==> config.mk <==
export PLATFORM = sky130hd
export DESIGN_NAME = usb_bulk_seq_flat
export DESIGN_NICKNAME = d
export VERILOG_FILES = /design/src/rtl/usb_bulk_seq_pkg.sv /design/src/rtl/usb_bulk_seq_if.sv /design/src/rtl/usb_bulk_seq_hs_timer.sv /design/src/rtl/usb_bulk_seq.sv /design/src/flat_wrapper.sv
export SDC_FILE = /design/constraint.sdc
export NUM_CORES = 1
export LEC_CHECK = 0
export ABC_AREA = 1
export BUFFER_PORTS_ARGS = -buffer_cell sky130_fd_sc_hd__buf_4
export CAP_MARGIN = 20
export CORE_ASPECT_RATIO = 0.8
export CORE_MARGIN = 2
export CORE_UTILIZATION = 46
export CTS_CLUSTER_DIAMETER = 60
export DETAILED_ROUTE_END_ITERATION = 10
export PLACE_DENSITY_LB_ADDON = 0.25
export SETUP_SLACK_MARGIN = 0.2
export SYNTH_ARGS = -nofsm -noshare
export SYNTH_HDL_FRONTEND = slang
export SYNTH_SLANG_ARGS = --single-unit
==> constraint.sdc <==
create_clock -name clk -period 1.3 [get_ports clk]
set_clock_uncertainty 0.1 [all_clocks]
set_input_delay 0.13 -clock clk [delete_from_list [all_inputs] [get_ports clk]]
set_output_delay 0.13 -clock clk [all_outputs]
set_load 0.005 [all_outputs]
==> src/rtl/usb_bulk_seq_pkg.sv <==
// Purpose : shared PID codes and sequencer state encoding for the bulk endpoint.
// Latency : n/a (declarations only).
// Backpressure: n/a.
package usb_pkg;

  localparam logic [3:0] PID_OUT   = 4'b0001;
  localparam logic [3:0] PID_IN    = 4'b1001;
  localparam logic [3:0] PID_DATA0 = 4'b0011;
  localparam logic [3:0] PID_DATA1 = 4'b1011;
  localparam logic [3:0] PID_ACK   = 4'b0010;
  localparam logic [3:0] PID_NAK   = 4'b1010;

  typedef enum logic [2:0] {
    IDLE     = 3'd0,
    OUT_WAIT = 3'd1,
    TX_HS    = 3'd2,
    TX_DATA  = 3'd3,
    IN_WAIT  = 3'd4
  } seq_state_e;

  // DATA0 and DATA1 differ only in bit 3; bit 3 carries the toggle value.
  function automatic logic is_data_pid(input logic [3:0] pid);
    return (pid == PID_DATA0) || (pid == PID_DATA1);
  endfunction

  // DATA PID that carries the given toggle value.
  function automatic logic [3:0] data_pid(input logic toggle);
    return toggle ? PID_DATA1 : PID_DATA0;
  endfunction

endpackage

==> src/rtl/usb_bulk_seq_if.sv <==
// Purpose : bundles the receiver report, transmitter handshake, buffer control
//           and status signals of the bulk sequencer.
// Latency : n/a.  Backpressure: tx_req is a level held until tx_done.
// Ports   : master = sequencer side, slave = receiver/transmitter/buffer side.
interface usb_bulk_seq_if;
  import usb_pkg::*;

  // configuration / receive path
  logic [6:0] dev_addr;
  logic       rx_pkt_done;
  logic [3:0] rx_pid;
  logic [6:0] rx_addr;
  logic [3:0] rx_endp;
  logic       rx_crc_ok;
  // buffer / transmit path status
  logic       buf_space_ok;
  logic       tx_data_ready;
  logic       tx_done;
  logic       clr_toggles;
  // sequencer outputs
  logic       rx_en;
  logic       tx_req;
  logic [3:0] tx_pid;
  logic       buf_commit;
  logic       buf_discard;
  logic       in_ack;
  logic       toggle_out;
  logic       toggle_in;
  logic       busy;
  logic [7:0] timeout_cnt;

  modport master (
    input  dev_addr, rx_pkt_done, rx_pid, rx_addr, rx_endp, rx_crc_ok,
           buf_space_ok, tx_data_ready, tx_done, clr_toggles,
    output rx_en, tx_req, tx_pid, buf_commit, buf_discard, in_ack,
           toggle_out, toggle_in, busy, timeout_cnt
  );

  modport slave (
    output dev_addr, rx_pkt_done, rx_pid, rx_addr, rx_endp, rx_crc_ok,
           buf_space_ok, tx_data_ready, tx_done, clr_toggles,
    input  rx_en, tx_req, tx_pid, buf_commit, buf_discard, in_ack,
           toggle_out, toggle_in, busy, timeout_cnt
  );

endinterface

==> src/rtl/usb_bulk_seq_hs_timer.sv <==
// Purpose : clear/enable cycle counter; roll_o flags the last count (LIMIT-1).
// Latency : roll_o is combinational from the count register; count wraps on roll.
// Backpressure: none.
// Ports   : clk, rst (async, active-high), clr_i (sync clear, wins over en_i),
//           en_i (count enable), roll_o (enabled and at LIMIT-1).
module usb_hs_timer #(
  parameter int WIDTH = 7,
  parameter int LIMIT = 72
) (
  input  logic clk,
  input  logic rst,
  input  logic clr_i,
  input  logic en_i,
  output logic roll_o
);

  localparam logic [WIDTH-1:0] LAST = WIDTH'(LIMIT - 1);

  logic [WIDTH-1:0] cnt_q, cnt_d;

  assign roll_o = en_i && (cnt_q == LAST);

  always_comb begin
    cnt_d = cnt_q;
    if (clr_i) begin
      cnt_d = '0;
    end else if (en_i) begin
      cnt_d = roll_o ? '0 : cnt_q + WIDTH'(1);
    end
  end

  always_ff @(posedge clk or posedge rst) begin
    if (rst) begin
      cnt_q <= '0;
    end else begin
      cnt_q <= cnt_d;
    end
  end

endmodule

==> src/rtl/usb_bulk_seq.sv <==
// Purpose : per-transaction sequencer for one bulk endpoint: token decode,
//           commit/discard of OUT payload, ACK/NAK/DATA replies, toggles, timeouts.
// Latency : every output registered; reacts on the edge sampling rx_pkt_done/tx_done.
// Backpressure: tx_req held until tx_done; NAK when the buffer lacks space or no IN data.
// Ports   : clk, n_rst (async, active-high), bus (usb_bulk_seq_if.master).
module usb_bulk_seq
  import usb_pkg::*;
#(
  parameter logic [3:0] ENDP       = 4'd1,
  parameter int         HS_TIMEOUT = 72
) (
  input  logic                  clk,
  input  logic                  n_rst,
  usb_bulk_seq_if.master        bus
);

  localparam int TMR_W = (HS_TIMEOUT > 2) ? $clog2(HS_TIMEOUT) : 1;

  seq_state_e state_q, state_d;

  logic       rx_en_q, rx_en_d;
  logic       tx_req_q, tx_req_d;
  logic [3:0] tx_pid_q, tx_pid_d;
  logic       commit_q, commit_d;
  logic       discard_q, discard_d;
  logic       in_ack_q, in_ack_d;
  logic       tog_out_q, tog_out_d;
  logic       tog_in_q, tog_in_d;
  logic       busy_q, busy_d;
  logic [7:0] tmo_cnt_q, tmo_cnt_d;

  logic token_match;
  logic data_ok;
  logic in_wait_state;
  logic tmr_roll;
  logic flip_out, flip_in, tmo_inc;

  assign token_match = bus.rx_crc_ok && (bus.rx_addr == bus.dev_addr) && (bus.rx_endp == ENDP);
  assign data_ok     = bus.rx_crc_ok && is_data_pid(bus.rx_pid);

  // Timer counts only in the two wait states and sits at zero elsewhere,
  // so it always starts from zero on entry.
  assign in_wait_state = (state_q == OUT_WAIT) || (state_q == IN_WAIT);

  usb_hs_timer #(
    .WIDTH (TMR_W),
    .LIMIT (HS_TIMEOUT)
  ) u_timer (
    .clk    (clk),
    .rst    (n_rst),
    .clr_i  (!in_wait_state),
    .en_i   (in_wait_state),
    .roll_o (tmr_roll)
  );

  // State and output registers.
  always_ff @(posedge clk or posedge n_rst) begin
    if (n_rst) begin
      state_q   <= IDLE;
      rx_en_q   <= 1'b1;
      tx_req_q  <= 1'b0;
      tx_pid_q  <= 4'b0000;
      commit_q  <= 1'b0;
      discard_q <= 1'b0;
      in_ack_q  <= 1'b0;
      tog_out_q <= 1'b0;
      tog_in_q  <= 1'b0;
      busy_q    <= 1'b0;
      tmo_cnt_q <= 8'd0;
    end else begin
      state_q   <= state_d;
      rx_en_q   <= rx_en_d;
      tx_req_q  <= tx_req_d;
      tx_pid_q  <= tx_pid_d;
      commit_q  <= commit_d;
      discard_q <= discard_d;
      in_ack_q  <= in_ack_d;
      tog_out_q <= tog_out_d;
      tog_in_q  <= tog_in_d;
      busy_q    <= busy_d;
      tmo_cnt_q <= tmo_cnt_d;
    end
  end

  // Next-state logic. A packet arriving on the expiry cycle takes priority.
  always_comb begin
    state_d = state_q;
    case (state_q)
      IDLE: begin
        if (bus.rx_pkt_done && token_match) begin
          if (bus.rx_pid == PID_OUT) begin
            state_d = OUT_WAIT;
          end else if (bus.rx_pid == PID_IN) begin
            state_d = bus.tx_data_ready ? TX_DATA : TX_HS;
          end
        end
      end
      OUT_WAIT: begin
        if (bus.rx_pkt_done) begin
          state_d = data_ok ? TX_HS : IDLE;
        end else if (tmr_roll) begin
          state_d = IDLE;
        end
      end
      TX_HS: begin
        if (bus.tx_done) state_d = IDLE;
      end
      TX_DATA: begin
        if (bus.tx_done) state_d = IN_WAIT;
      end
      IN_WAIT: begin
        if (bus.rx_pkt_done || tmr_roll) state_d = IDLE;
      end
      default: state_d = IDLE;
    endcase
  end

  // Output next-values, registered above so they appear the cycle after the
  // sampling edge together with the new state.
  always_comb begin
    commit_d  = 1'b0;
    discard_d = 1'b0;
    in_ack_d  = 1'b0;
    flip_out  = 1'b0;
    flip_in   = 1'b0;
    tmo_inc   = 1'b0;
    tx_pid_d  = tx_pid_q;

    case (state_q)
      IDLE: begin
        if (bus.rx_pkt_done && token_match && (bus.rx_pid == PID_IN)) begin
          tx_pid_d = bus.tx_data_ready ? data_pid(tog_in_q) : PID_NAK;
        end
      end
      OUT_WAIT: begin
        if (bus.rx_pkt_done) begin
          if (data_ok) begin
            if (!bus.buf_space_ok) begin
              discard_d = 1'b1;
              tx_pid_d  = PID_NAK;
            end else if (bus.rx_pid[3] == tog_out_q) begin
              commit_d  = 1'b1;
              flip_out  = 1'b1;
              tx_pid_d  = PID_ACK;
            end else begin
              // Host missed our previous ACK and resent: acknowledge, drop copy.
              discard_d = 1'b1;
              tx_pid_d  = PID_ACK;
            end
          end else begin
            discard_d = 1'b1;
          end
        end else if (tmr_roll) begin
          discard_d = 1'b1;
          tmo_inc   = 1'b1;
        end
      end
      IN_WAIT: begin
        if (bus.rx_pkt_done) begin
          if (bus.rx_pid == PID_ACK) begin
            flip_in  = 1'b1;
            in_ack_d = 1'b1;
          end
        end else if (tmr_roll) begin
          tmo_inc = 1'b1;
        end
      end
      default: ;
    endcase

    // A clear request overrides a flip in the same cycle.
    tog_out_d = bus.clr_toggles ? 1'b0 : (tog_out_q ^ flip_out);
    tog_in_d  = bus.clr_toggles ? 1'b0 : (tog_in_q ^ flip_in);

    tmo_cnt_d = (tmo_inc && (tmo_cnt_q != 8'hFF)) ? tmo_cnt_q + 8'd1 : tmo_cnt_q;

    tx_req_d = (state_d == TX_HS) || (state_d == TX_DATA);
    rx_en_d  = !tx_req_d;
    busy_d   = (state_d != IDLE);
  end

  assign bus.rx_en       = rx_en_q;
  assign bus.tx_req      = tx_req_q;
  assign bus.tx_pid      = tx_pid_q;
  assign bus.buf_commit  = commit_q;
  assign bus.buf_discard = discard_q;
  assign bus.in_ack      = in_ack_q;
  assign bus.toggle_out  = tog_out_q;
  assign bus.toggle_in   = tog_in_q;
  assign bus.busy        = busy_q;
  assign bus.timeout_cnt = tmo_cnt_q;

endmodule

==> src/flat_wrapper.sv <==
// flat-port wrapper written by rule: the top's interface ports become plain ports
module usb_bulk_seq_flat import usb_pkg::*;
#(
  parameter logic [3:0] ENDP       = 4'd1,
  parameter int         HS_TIMEOUT = 72
)
  (clk, n_rst, bus_dev_addr, bus_rx_pkt_done, bus_rx_pid, bus_rx_addr, bus_rx_endp, bus_rx_crc_ok, bus_buf_space_ok, bus_tx_data_ready, bus_tx_done, bus_clr_toggles, bus_rx_en, bus_tx_req, bus_tx_pid, bus_buf_commit, bus_buf_discard, bus_in_ack, bus_toggle_out, bus_toggle_in, bus_busy, bus_timeout_cnt);
  usb_bulk_seq_if bus_i ();
  input  logic clk;
  input  logic n_rst;
  input wire logic [$bits(bus_i.dev_addr)-1:0] bus_dev_addr;
  input wire logic [$bits(bus_i.rx_pkt_done)-1:0] bus_rx_pkt_done;
  input wire logic [$bits(bus_i.rx_pid)-1:0] bus_rx_pid;
  input wire logic [$bits(bus_i.rx_addr)-1:0] bus_rx_addr;
  input wire logic [$bits(bus_i.rx_endp)-1:0] bus_rx_endp;
  input wire logic [$bits(bus_i.rx_crc_ok)-1:0] bus_rx_crc_ok;
  input wire logic [$bits(bus_i.buf_space_ok)-1:0] bus_buf_space_ok;
  input wire logic [$bits(bus_i.tx_data_ready)-1:0] bus_tx_data_ready;
  input wire logic [$bits(bus_i.tx_done)-1:0] bus_tx_done;
  input wire logic [$bits(bus_i.clr_toggles)-1:0] bus_clr_toggles;
  output wire logic [$bits(bus_i.rx_en)-1:0] bus_rx_en;
  output wire logic [$bits(bus_i.tx_req)-1:0] bus_tx_req;
  output wire logic [$bits(bus_i.tx_pid)-1:0] bus_tx_pid;
  output wire logic [$bits(bus_i.buf_commit)-1:0] bus_buf_commit;
  output wire logic [$bits(bus_i.buf_discard)-1:0] bus_buf_discard;
  output wire logic [$bits(bus_i.in_ack)-1:0] bus_in_ack;
  output wire logic [$bits(bus_i.toggle_out)-1:0] bus_toggle_out;
  output wire logic [$bits(bus_i.toggle_in)-1:0] bus_toggle_in;
  output wire logic [$bits(bus_i.busy)-1:0] bus_busy;
  output wire logic [$bits(bus_i.timeout_cnt)-1:0] bus_timeout_cnt;
  assign bus_i.dev_addr = bus_dev_addr;
  assign bus_i.rx_pkt_done = bus_rx_pkt_done;
  assign bus_i.rx_pid = bus_rx_pid;
  assign bus_i.rx_addr = bus_rx_addr;
  assign bus_i.rx_endp = bus_rx_endp;
  assign bus_i.rx_crc_ok = bus_rx_crc_ok;
  assign bus_i.buf_space_ok = bus_buf_space_ok;
  assign bus_i.tx_data_ready = bus_tx_data_ready;
  assign bus_i.tx_done = bus_tx_done;
  assign bus_i.clr_toggles = bus_clr_toggles;
  assign bus_rx_en = bus_i.rx_en;
  assign bus_tx_req = bus_i.tx_req;
  assign bus_tx_pid = bus_i.tx_pid;
  assign bus_buf_commit = bus_i.buf_commit;
  assign bus_buf_discard = bus_i.buf_discard;
  assign bus_in_ack = bus_i.in_ack;
  assign bus_toggle_out = bus_i.toggle_out;
  assign bus_toggle_in = bus_i.toggle_in;
  assign bus_busy = bus_i.busy;
  assign bus_timeout_cnt = bus_i.timeout_cnt;
  usb_bulk_seq #(.ENDP(ENDP), .HS_TIMEOUT(HS_TIMEOUT)) u_core (.clk(clk), .n_rst(n_rst), .bus(bus_i));
endmodule
==> results of run 1 <==
state kept, by name (all words and copies together), names as in the netlist:
signal,cells
u_core.bus.in_ack,1
u_core.u_timer.cnt_q,7
u_core.state_q,3
u_core.bus.buf_discard,1
u_core.bus.tx_pid,3
u_core.bus.timeout_cnt,8
u_core.bus.buf_commit,1
u_core.bus.rx_en,1
u_core.bus.tx_req,1
u_core.bus.toggle_in,1
u_core.bus.toggle_out,1
u_core.bus.busy,1
timing repair:
item	in CTS	in global routing
setup endpoints to repair	36	38
pin swaps	13	16
gates resized for setup	45	22
hold endpoints to repair	11	0
hold buffers	3	0
buffers inserted	8	9
power by group through the flow:
stage	sequential, mW	combinational, mW	clock, mW
3_5_place_dp	0.922	0.169	0
6_report	0.905	0.190	0.773
4_1_cts	0.905	0.180	0.776
3_3_place_gp	0.922	0.165	0
5_1_grt	0.905	0.210	0.823
2_1_floorplan	0.922	0.0657	0
worst max-delay path, cell delays in order (launching register included):
cell and delay, ps:
dfrtp_1 450, inv_2 120, nand3_4 90, buf_6 140, nor2_4 110, inv_2 80
nor2_4 120, xnor2_1 140, nor2_1 60
through the flow:
| stage | std cells | power [mW] | hold slack (ps) | instance area (um2) | utilization [%] |
|---|---|---|---|---|---|
| floorplan | 216 | 0.988 | 96.4 | 1680 | - |
| global placement | 333 | 1.09 | 21.3 | 2290 | 67.0 |
| detailed placement | 333 | 1.09 | 21.2 | 2290 | 67.0 |
| CTS | 352 | 1.86 | 13.1 | 2650 | 77.4 |
| global route | 361 | 1.94 | 53.0 | 2800 | 81.9 |
| finish | 361 | 1.87 | 40.9 | 2800 | 81.9 |
cells in the final DEF (no fill, tap or decap), drive strengths merged, types with 2 or more instances in the layout:
cell type,instances
xnor2,4
dfrtp,28
a21oi,5
inv,40
nand4,6
nor3,4
o21ai,6
xor2,6
nor2,37
clkbuf,8
nand2,56
nor3b,4
buf,93
ha,2
nand3,12
dlygate4sd3,3
how the worst min path moves through the flow:
stage / to / depth (start not counted) / slack (ps) / startpoint
global placement: u_core.u_timer.cnt_q[0] / 2 / 20 / n_rst
floorplan: u_core.bus.toggle_out / 1 / 100 / bus_clr_toggles
detailed placement: u_core.bus.timeout_cnt[4] / 2 / 20 / n_rst
finish: u_core.bus.tx_pid[0] / 3 / 40 / bus_tx_data_ready
CTS: u_core.bus.tx_pid[0] / 3 / 10 / bus_tx_data_ready
global route: u_core.bus.tx_pid[3] / 4 / 50 / bus_buf_space_ok
cell families after synthesis:
kind of cell | Yosys count | share of synthesized area (%)
buffers and inverters | 41 | 9.70
other | 1 | 0.227
AO/OA/AOI/OAI | 13 | 4.40
flip-flops | 29 | 44.0
adder cells (fa/ha/maj) | 2 | 1.52
XOR/XNOR | 10 | 5.31
AND/OR/NAND/NOR | 120 | 34.8
metal layers:
layer	wire length, um	share of wire [%]	vias up
li1	-	-	866
met4	112	2.3	0
met2	2560	52	58
met5	0	0	-
met3	295	6.0	16
met1	1940	40	818
layout make-up:
cell class	count	area, um2
Fill cell	212	621
Clock buffer	8	90.1
Sequential cell	29	727
Timing Repair Buffer	96	818
Inverter	40	160
Multi-Input combinational cell	146	955
Tap cell	42	52.6
==> flow_metrics.py, run 1 <==
metrics = {
    "detailed_routing": {
        "first_iter_violations": 39,
        "post_drt_wl_per_cell_um": 13.6,
        "wl_mm": 4.92,
        "vias": 1758,
        "drt_drc_violations_left": 0,
        "viasPerCell": 4.87,
        "first_pass_iters": 4,
        "ant_nets": 0,
    },
    "status": {
        "violations": "setup timing",
        "status": "finished, violations left",
    },
    "grt": {
        "grt_pass1_vias": 1727,
        "grt_pass1_wl_mm": 7.40,
        "grt_use_total_pct": 23.4,
        "met3_usage_pct": 6.89,
        "gr-total-overflow": 0,
        "gr-usage-met2_pct": 40.9,
        "grt_start_max_net_pins": 14,
        "met1_usage_pct": 26.8,
        "antenna_found_initial": 0,
        "top_usage_layer": "met2",
    },
    "sta": {
        "setup_violations": 28,
        "fin_crit_ps": 1530,
        "rsz0062_at_grt": "yes",
        "finalSetupTns_ps": -3680,
        "max_freq_mhz": 652,
        "setup_slack_ps": -234,
        "timing.final.hold_violations": 0,
        "slew_violations": 0,
        "min_period_over_period_pct": 118,
    },
    "synthesis": {
        "yosys-top-cells-count": "52 x nand2_1, 37 x inv_1, 29 x nor2_1",
        "synth_nets": 248,
        "synth_area_leader_cell": "dfrtp_1",
        "synthCells": 216,
        "synth_top_flop_cell": "dfrtp_1",
        "ys_async_sr_fraction_pct": 100,
        "synth_edf_count": 0,
        "synth_area_um2": 1650,
        "synth-seq-area-share_pct": 44.0,
        "avgSynthCellArea_um2": 7.64,
        "synth_area_leaders": "dfrtp_1 42%, nand2_1 12%, inv_1 8.4%",
        "synth.distinct_cells": 29,
        "synth-seq-cells": 29,
        "synth_top_cell_area_share_pct": 42.5,
        "yosysWarnings": 0,
        "synth_most_common_cell": "nand2_1",
    },
    "critical_path": {
        "worstSetupStartpointType": "flip-flop",
        "worstPathArrival_ps": 1610,
        "r2r_slack_ps": -230,
        "path_class": "flip-flop to flip-flop",
        "end_kind": "flip-flop",
        "path_max_fanout": 4,
        "crit_required_ps": 1370,
        "reg2regPathDepth": 8,
        "worstReg2RegStart": "u_core.state_q[2]",
        "crit_start": "u_core.state_q[2]",
        "worstSetupEndpoint": "u_core.bus.toggle_out",
        "r2r_end": "u_core.bus.toggle_out",
    },
    "die": {
        "initial_utilization_pct": 48.2,
        "core_um2": 3420,
        "rows": 19,
        "num_io_pins": 50,
        "die_w_um": 71.0,
        "die-area_um2": 4090,
        "fp.dieH_um": 57.6,
    },
    "pwr": {
        "p_seq_share_pct": 48.5,
        "power_frac_clock_pct": 41.4,
        "vdd_ir_drop_max_uv": 461,
        "p_comb_share_pct": 10.2,
        "p_leak_nw": 1.48,
        "swShare_pct": 23.3,
        "power.switching_mw": 0.436,
        "internal-power_mw": 1.43,
        "p_per_area_nw_per_um2": 666,
    },
    "placed_design": {
        "dpl.hpwl_mm": 2.93,
        "pre_cts_ws_ps": -227,
        "port_buffers": 48,
        "gp_congestion": 0.864,
    },
    "final_layout": {
        "nets": 350,
        "antennaDiodeCount": 0,
        "drive_above_1_share_pct": 47.3,
        "synthToLayoutAreaGrowth_pct": 69.8,
    },
    "worst_hold_path": {
        "holdCritPathClass": "input pin to flip-flop",
    },
    "clock_tree": {
        "cts_htree_levels": 2,
        "clk_latency_ps": 290,
        "cts_buffers": 5,
        "path_clk_slew_ps": 70,
        "cts_sinks": 29,
        "cts_tree": "done",
        "clockBufferDepth": 2,
        "clockRootBuffer": "clkbuf_8",
    },
    "flow_run": {
        "maxCapViolCount": 0,
    },
}
No activity file was read; power rests on OpenSTA's default activity.
==> inputs of run 2 (changes only) <==
--- a/config.mk
+++ b/config.mk
@@ -10,7 +10,8 @@
 export CAP_MARGIN = 20
 export CORE_ASPECT_RATIO = 0.8
 export CORE_MARGIN = 2
-export CORE_UTILIZATION = 46
+export CORE_UTILIZATION = 48
+export CTS_BUF_LIST = sky130_fd_sc_hd__clkbuf_4
 export CTS_CLUSTER_DIAMETER = 60
 export DETAILED_ROUTE_END_ITERATION = 10
 export PLACE_DENSITY_LB_ADDON = 0.25
@@ -18,3 +19,4 @@
 export SYNTH_ARGS = -nofsm -noshare
 export SYNTH_HDL_FRONTEND = slang
 export SYNTH_SLANG_ARGS = --single-unit
+export TNS_END_PERCENT = 1
==> flow_metrics.py, run 2 (synthesis gave the netlist of run 1 again) <==
metrics = {
    "pwr": {
        "vdd_ir_drop_max_uv": 716,
        "p_per_area_nw_per_um2": 635,
        "p_leak_nw": 1.35,
    },
    "clock_tree": {
        "clockBufferDepth": 2,
        "clockRootBuffer": "clkbuf_4",
        "cts_buffers": 5,
        "path_clk_slew_ps": 90,
        "cts_sinks": 29,
        "cts_tree": "done",
        "clk_latency_ps": 330,
        "cts_htree_levels": 2,
    },
    "flow_run": {
        "maxCapViolCount": 0,
    },
    "die": {
        "initial_utilization_pct": 49.2,
        "num_io_pins": 50,
        "rows": 19,
        "fp.dieH_um": 56.4,
        "die-area_um2": 3930,
        "die_w_um": 69.6,
        "core_um2": 3350,
    },
    "detailed_routing": {
        "post_drt_wl_per_cell_um": 11.1,
        "first_iter_violations": 49,
        "viasPerCell": 4.67,
        "drt_drc_violations_left": 0,
        "first_pass_iters": 4,
        "ant_nets": 0,
        "wl_mm": 3.83,
        "vias": 1605,
    },
    "final_layout": {
        "multi_input_area_um2": 848,
        "post-route-cell-area_um2": 2500,
        "antennaDiodeCount": 0,
        "drive_above_1_share_pct": 38.7,
        "final_common_cell": "buf_4",
        "final_cell_mix": "59 x buf_4, 49 x nand2_1, 37 x inv_1",
        "nets": 334,
        "nFillCells": 266,
        "synthToLayoutAreaGrowth_pct": 51.6,
        "largest_reg_flops": 8,
        "seqCellArea_um2": 727,
    },
    "critical_path": {
        "worstSetupStartpointType": "flip-flop",
        "worstPathArrival_ps": 1660,
        "cpPeakStageDelay_ps": 390,
        "crit_top_cell": "nand2_1",
        "path_cells": "nor2_1 > nand3_2 > buf_4 > o21ai_2 > o21ai_1 > nand2_1 > nand2_1 > nor2_1 > nand2_1",
        "crit_required_ps": 1420,
        "path_class": "flip-flop to flip-flop",
        "end_kind": "flip-flop",
        "path_max_fanout": 2,
        "slowest_stage": "dfrtp_1",
    },
    "placed_design": {
        "gp_congestion": 0.848,
        "placed_area_um2": 2220,
        "port_buffers": 48,
        "dpl.hpwl_mm": 2.85,
    },
    "status": {
        "violations": "setup timing",
        "status": "finished, violations left",
    },
    "grt": {
        "antenna_found_initial": 0,
        "grt_start_max_net_pins": 30,
        "gr-total-overflow": 0,
        "grt_use_total_pct": 21.3,
        "grt_pass1_vias": 1619,
        "grt_pass1_wl_mm": 6.58,
    },
    "sta": {
        "min_period_over_period_pct": 119,
        "fin_crit_ps": 1540,
        "rsz0062_at_grt": "yes",
        "setup_slack_ps": -244,
        "max_freq_mhz": 648,
        "finalSetupTns_ps": -2260,
        "timing.final.hold_violations": 0,
        "setup_violations": 22,
        "slew_violations": 0,
    },
    "worst_hold_path": {
        "holdCritPathClass": "input pin to flip-flop",
    },
}
[run 2: worst paths after layout]
kind | from | to | slack, ps | cells after the start
setup / recovery | u_core.u_timer.cnt_q[4] | u_core.bus.busy | -240 | 9
hold / removal | bus_rx_pid[0] | u_core.bus.in_ack | 40 | 4
setup reg to reg | u_core.u_timer.cnt_q[4] | u_core.bus.busy | -240 | 9
hold reg to reg | u_core.bus.tx_pid[0] | u_core.bus.tx_pid[0] | 380 | 2
max in group asynchronous | n_rst | u_core.bus.rx_en | 470 | 4
min in group asynchronous | n_rst | u_core.bus.timeout_cnt[4] | 320 | 4
[run 2: metal layers]
metal | up-vias | share of wire, % | global-route usage, % | routed length [um]
li1 | 844 | - | - | -
met1 | 717 | 44 | 26.3 | 1680
met2 | 35 | 49 | 35.6 | 1890
met3 | 9 | 4.8 | 5.92 | 184
met4 | 0 | 1.9 | 8.40 | 72
met5 | - | 0 | 0 | 0
[run 2: what timing repair did]
action,4_1_cts,5_1_grt
setup endpoints to repair,40,45
hold endpoints to repair,33,0
gates resized for setup,20,14
hold buffers,5,0
pin swaps,7,5
setup buffers,4,2
[run 2: through the flow]
step | instances | total power, mW | utilization, % | worst slack, ps | hold slack [ps]
after CTS | 342 | 1.60 | 72.6 | -198 | 25.9
after global routing | 344 | 1.68 | 74.7 | -321 | 44.0
final | 344 | 1.59 | 74.7 | -244 | 40.8
after detailed placement | 326 | 1.08 | 66.2 | -215 | 123
after floorplan | 216 | 0.987 | - | -127 | 96.4
after global placement | 326 | 1.08 | 66.2 | -152 | 124
[run 2: layout make-up]
cell class	count	share of cell area, %
Clock buffer	6	1.80
Clock inverter	1	0.150
Inverter	40	6.10
Multi-Input combinational cell	146	33.9
Sequential cell	29	29.0
Tap cell	42	2.10
Timing Repair Buffer	80	26.9
[run 2: worst max-delay path: cells and delay by family, from the launching register on]
kind                   cells  cell delay [ps]
AND/OR/NAND/NOR            6              550
flip-flops                 1              390
AO/OA/AOI/OAI              2              240
buffers and inverters      1              150
[run 2: power by group]
part / internal [mW] / total (mW) / switching [mW] / leakage (nW)
Clock: 0.216 / 0.512 / 0.295 / 0.0292
Combinational: 0.0922 / 0.173 / 0.0808 / 0.941
Sequential: 0.903 / 0.904 / 0.000964 / 0.384
